`config.mk`:
```
export PLATFORM = sky130hd
export DESIGN_NAME = uart_tx_drain
export DESIGN_NICKNAME = d
export VERILOG_FILES = /design/src/rtl/uart_tx_drain.sv
export SDC_FILE = /design/constraint.sdc
export NUM_CORES = 1
export LEC_CHECK = 0
export ABC_CLOCK_PERIOD_IN_PS = 2300
export CELL_PAD_IN_SITES_DETAIL_PLACEMENT = 0
export CELL_PAD_IN_SITES_GLOBAL_PLACEMENT = 2
export CORE_MARGIN = 1
export CORE_UTILIZATION = 25
export CTS_CLUSTER_SIZE = 28
export DETAILED_ROUTE_END_ITERATION = 8
export PLACE_DENSITY = 0.55
export SLEW_MARGIN = 10
export SYNTH_ARGS = -nofsm -noshare
export SYNTH_HDL_FRONTEND = slang
export SYNTH_SLANG_ARGS = --single-unit
```
`constraint.sdc`:
```
create_clock -name CLK -period 2.3 [get_ports CLK]
set_input_delay 0.46 -clock CLK [delete_from_list [all_inputs] [get_ports CLK]]
set_output_delay 0.46 -clock CLK [all_outputs]
set_load 0.05 [all_outputs]
```
`src/rtl/uart_tx_drain.sv`:
```
// Drains bytes from an upstream FIFO and serialises them as 8N1 UART frames.
// Define UART_TX_PARITY_EN to insert an even-parity bit between data and stop.
module uart_tx_drain #(
  parameter int unsigned CLKS_PER_BIT = 104
) (
  input  logic       CLK,
  input  logic       RST_N,
  input  logic [7:0] fifoData,
  input  logic       fifoEmpty,
  output logic       fifoRead,
  output logic       tx,
  output logic       busy
);

  localparam int unsigned BAUD_W = 16;
  localparam int unsigned DATA_W = 8;
  localparam int unsigned IDX_W  = 3;
  localparam logic [BAUD_W-1:0] BAUD_MAX = BAUD_W'(CLKS_PER_BIT - 1);

  typedef enum logic [2:0] {
    S_IDLE,
    S_REQ,
    S_WAIT,
    S_START,
    S_DATA,
`ifdef UART_TX_PARITY_EN
    S_PARITY,
`endif
    S_STOP
  } state_e;

  state_e              state_q, state_d;
  logic [BAUD_W-1:0]   baud_q, baud_d;
  logic [IDX_W-1:0]    bit_idx_q, bit_idx_d;
  logic [DATA_W-1:0]   shift_q, shift_d;
  logic                tx_q, tx_d;
  logic                rd_q, rd_d;
  logic                busy_q, busy_d;
  logic                baud_end_c;
  logic                timed_c;

  always_ff @(posedge CLK or negedge RST_N) begin
    if (!RST_N) begin
      state_q   <= S_IDLE;
      baud_q    <= '0;
      bit_idx_q <= '0;
      shift_q   <= '0;
      tx_q      <= 1'b1;
      rd_q      <= 1'b0;
      busy_q    <= 1'b0;
    end else begin
      state_q   <= state_d;
      baud_q    <= baud_d;
      bit_idx_q <= bit_idx_d;
      shift_q   <= shift_d;
      tx_q      <= tx_d;
      rd_q      <= rd_d;
      busy_q    <= busy_d;
    end
  end

  always_comb begin
    state_d    = state_q;
    bit_idx_d  = bit_idx_q;
    shift_d    = shift_q;
    baud_end_c = (baud_q == BAUD_MAX);
    timed_c    = 1'b0;

    unique case (state_q)
      S_IDLE:  if (!fifoEmpty) state_d = S_REQ;
      S_REQ:   state_d = S_WAIT;
      S_WAIT: begin
        shift_d = fifoData;
        state_d = S_START;
      end
      S_START: begin
        timed_c = 1'b1;
        if (baud_end_c) state_d = S_DATA;
      end
      S_DATA: begin
        timed_c = 1'b1;
        if (baud_end_c) begin
          // 3-bit index wraps 7->0 on its own as the last data bit retires
          bit_idx_d = bit_idx_q + IDX_W'(1);
          if (bit_idx_q == IDX_W'(7)) begin
`ifdef UART_TX_PARITY_EN
            state_d = S_PARITY;
`else
            state_d = S_STOP;
`endif
          end
        end
      end
`ifdef UART_TX_PARITY_EN
      S_PARITY: begin
        timed_c = 1'b1;
        if (baud_end_c) state_d = S_STOP;
      end
`endif
      S_STOP: begin
        timed_c = 1'b1;
        if (baud_end_c) state_d = fifoEmpty ? S_IDLE : S_REQ;
      end
      default: state_d = S_IDLE;
    endcase

    // Counter restarts on every state change and at each bit boundary
    if (timed_c && (state_d == state_q) && !baud_end_c) baud_d = baud_q + BAUD_W'(1);
    else                                                baud_d = '0;

    // Outputs are computed from the next state so the line is registered
    case (state_d)
      S_START:  tx_d = 1'b0;
      S_DATA:   tx_d = shift_d[bit_idx_d];
`ifdef UART_TX_PARITY_EN
      S_PARITY: tx_d = ^shift_d;
`endif
      default:  tx_d = 1'b1;
    endcase
    rd_d   = (state_d == S_REQ);
    busy_d = (state_d != S_IDLE);
  end

  assign tx       = tx_q;
  assign fifoRead = rd_q;
  assign busy     = busy_q;

endmodule

```
==> results.yml <==
floorplan:
  die_area_um2: 7580
  num_rows: 30
  die_w_um: 87.1
  initial_utilization_pct: 26.2
  design.core.area_um2: 6910
  die_h_um: 87.1
  top_level_ports: 14
clock_tree:
  cts_hold_buf: 0
  clk_latency_ns: 0.28
  cts_resized: 0
  cts_tree: "built"
  clkTransAtPathRegs_ns: 0.07
  clock_sinks: 33
  post_cts_buffers: 0
  numCtsBuffers: 5
  cts_max_level: 2
  cts_root_buffer: "clkbuf_8"
  cts_buffer_depth: 2
worst_setup_path:
  timing.critical_path.buf_inv: 1
  arrival_ns: 1.59
  crit_chain: "clkdlybuf4s50_1"
  cp.required_ns: 1.84
  cp-end-kind: "primary output"
  crit_path_top_delay_cell: "clkdlybuf4s50_1"
  cp_max_fo: 1
  cp_top_family: "buffers and inverters"
  rrSetupSlack_ns: 0.25
  start_kind: "flop"
  critPathKind: "flop to primary output"
  cpPeakStageDelay_ns: 0.79
power_and_ir_drop:
  switching_share_pct: 22.4
  p_leak_nw: 0.878
  power_density_nw_per_um2: 497
  intPower_w: 0.000824
  ir_drop_mv: 0.205
  comb_power_share_pct: 4.8
  clkPwrFrac_pct: 39.6
  seq_power_share_pct: 55.6
  p_sw_w: 0.000238
synth:
  syn_nets: 186
  yosysWarnings: 0
  postSynthAreaPerCell_um2: 10.5
  ys_ff_latch: 33
  synthArstFlopShare_pct: 100
  ys.flop_type: "dfrtp_1"
  synth_top_family_by_area: "simple AND/OR/NAND/NOR gates"
  yosys.area_share.simple_pct: 20.1
  synthCells: 172
  synth-xor-area-share_pct: 7.26
  synth_edf_count: 0
  yosys.cell_types.count: 44
  ys_seq_area_share_pct: 45.7
  synthAdderAreaFrac_pct: 2.07
  netlist_area_um2: 1810
  synth-compound-area-share_pct: 7.33
  synthMuxAreaShare_pct: 12.6
sta:
  slew_violations: 0
  fmax_mhz: 488
  fin_crit_ns: 2.05
  timing.setup.tns_ns: 0
  rsz0062_at_grt: "false"
  worst_slew_pin_slew_ns: 0.489
  setup_violations: 0
  relSlewSlack_pct: 67.3
  fin_skew_ns: 0.00979
  hold_violations: 0
  timing.final.crit_share_pct: 89.1
routing:
  vias: 1297
  viasPerCell: 4.50
  detail_route.wirelength_um: 3740
  drt_iter0_markers: 21
  antenna_left: 0
  firstDrtPassIters: 4
  drc: 0
  wl_per_cell_um: 13.0
placement:
  port-buffer-count: 13
  dpl-instance-area_um2: 2050
  globalplace.congestion: 0.707
  dp_hpwl_um: 2680
  dp.cells: 280
finish:
  final_cell_mix: "32 x dfrtp_1, 27 x nor2_1, 13 x clkdlybuf4s50_1"
  area_growth_pct: 18.0
  post-route-util_pct: 30.9
  n_antenna_cell: 0
  final_area_um2: 2140
  nFillCells: 748
  mostFrequentLayoutCell: "dfrtp_1"
  nets: 205
  final_layout_size_suffix_gt1_share_pct: 19.3
  layout.cells.non_filler: 288
global_routing:
  grt_pass1_wl_um: 6550
  antenna_found_initial: 0
  grt_pass1_vias: 1311
  grt_start_max_net_pins: 34
  grt_usage_pct: 11.4
  gr-total-overflow: 0
outcome:
  outcome: "complete, no violations"
run:
  drv_cap: 0
hold_path:
  min_path_type: "flop to flop"
[cells in the mapped netlist, types with 2 or more instances]
cell type	count	area, µm²
nor2_1	27	101
a21oi_1	2	10.0
and2_1	2	12.5
ha_1	3	37.5
dfrtp_1	32	801
mux2_2	11	124
xnor2_1	9	78.8
and3_1	2	12.5
buf_6	3	33.8
nand2_1	10	37.5
nor4_1	3	18.8
xor2_1	6	52.6
buf_2	2	10.0
inv_1	8	30.0
a211oi_1	2	15.0
and4_1	2	17.5
nand3_1	7	35.0
nor3_1	5	25.0
o21ai_0	4	20.0
clkbuf_1	2	7.51
nand4_1	4	25.0
mux2i_1	4	40.0
[power by group through the flow]
stage | clock [W] | combinational, W | sequential [W]
after floorplan | 0 | 0.0000156 | 0.000601
after global placement | 0 | 0.0000509 | 0.000601
after detailed placement | 0 | 0.0000516 | 0.000601
after CTS | 0.000443 | 0.0000522 | 0.000590
after global routing | 0.000476 | 0.0000569 | 0.000591
final | 0.000421 | 0.0000506 | 0.000591
[path summary, 6_finish.rpt]
path,start,cells past startpoint,end
worst min-delay path,baud_q[0],1,baud_q[0]
worst min register to register,baud_q[0],1,baud_q[0]
max in group asynchronous,RST_N,2,tx
worst max-delay path,tx,1,tx
worst max register to register,state_q[2],6,tx
min in group asynchronous,RST_N,2,shift_q[1]
[logic make-up after synthesis]
logic type	count (synthesis)
mux	18
compound gates	17
buf+inv	16
flops	33
xor+xnor	15
fa+ha+maj	3
simple gates	70
[cell type report]
type / instances / area, µm² / share of cell area, %
Inverter: 8 / 30.0 / 1.41
Tap cell: 96 / 120 / 5.62
Timing Repair Buffer: 20 / 183 / 8.55
Clock buffer: 6 / 72.6 / 3.40
Clock inverter: 2 / 10.0 / 0.469
Sequential cell: 33 / 827 / 38.7
Multi-Input combinational cell: 123 / 893 / 41.8
[per-layer routing]
metal | track usage, % | routed length [µm] | vias up
li1 | - | - | 638
met1 | 15.3 | 1950 | 643
met2 | 17.5 | 1650 | 11
met3 | 2.94 | 92 | 5
met4 | 4.55 | 48 | 0
met5 | 0 | 0 | -
[state kept, by name, indices dropped and copies added, names as in the netlist]
name       cells
busy           1
shift_q        8
bit_idx_q      3
tx             1
state_q        3
fifoRead       1
baud_q        16
[through the flow]
step / total power, W / setup WS, ns / hold WS, ns
after CTS: 0.00109 / 0.224 / 0.499
after detailed placement: 0.000653 / 0.244 / 0.489
after floorplan: 0.000616 / 0.336 / 0.164
after global placement: 0.000652 / 0.269 / 0.474
after global routing: 0.00112 / 0.128 / 0.528
final: 0.00106 / 0.251 / 0.494
Note: power is estimated with default switching activity, not from simulation.
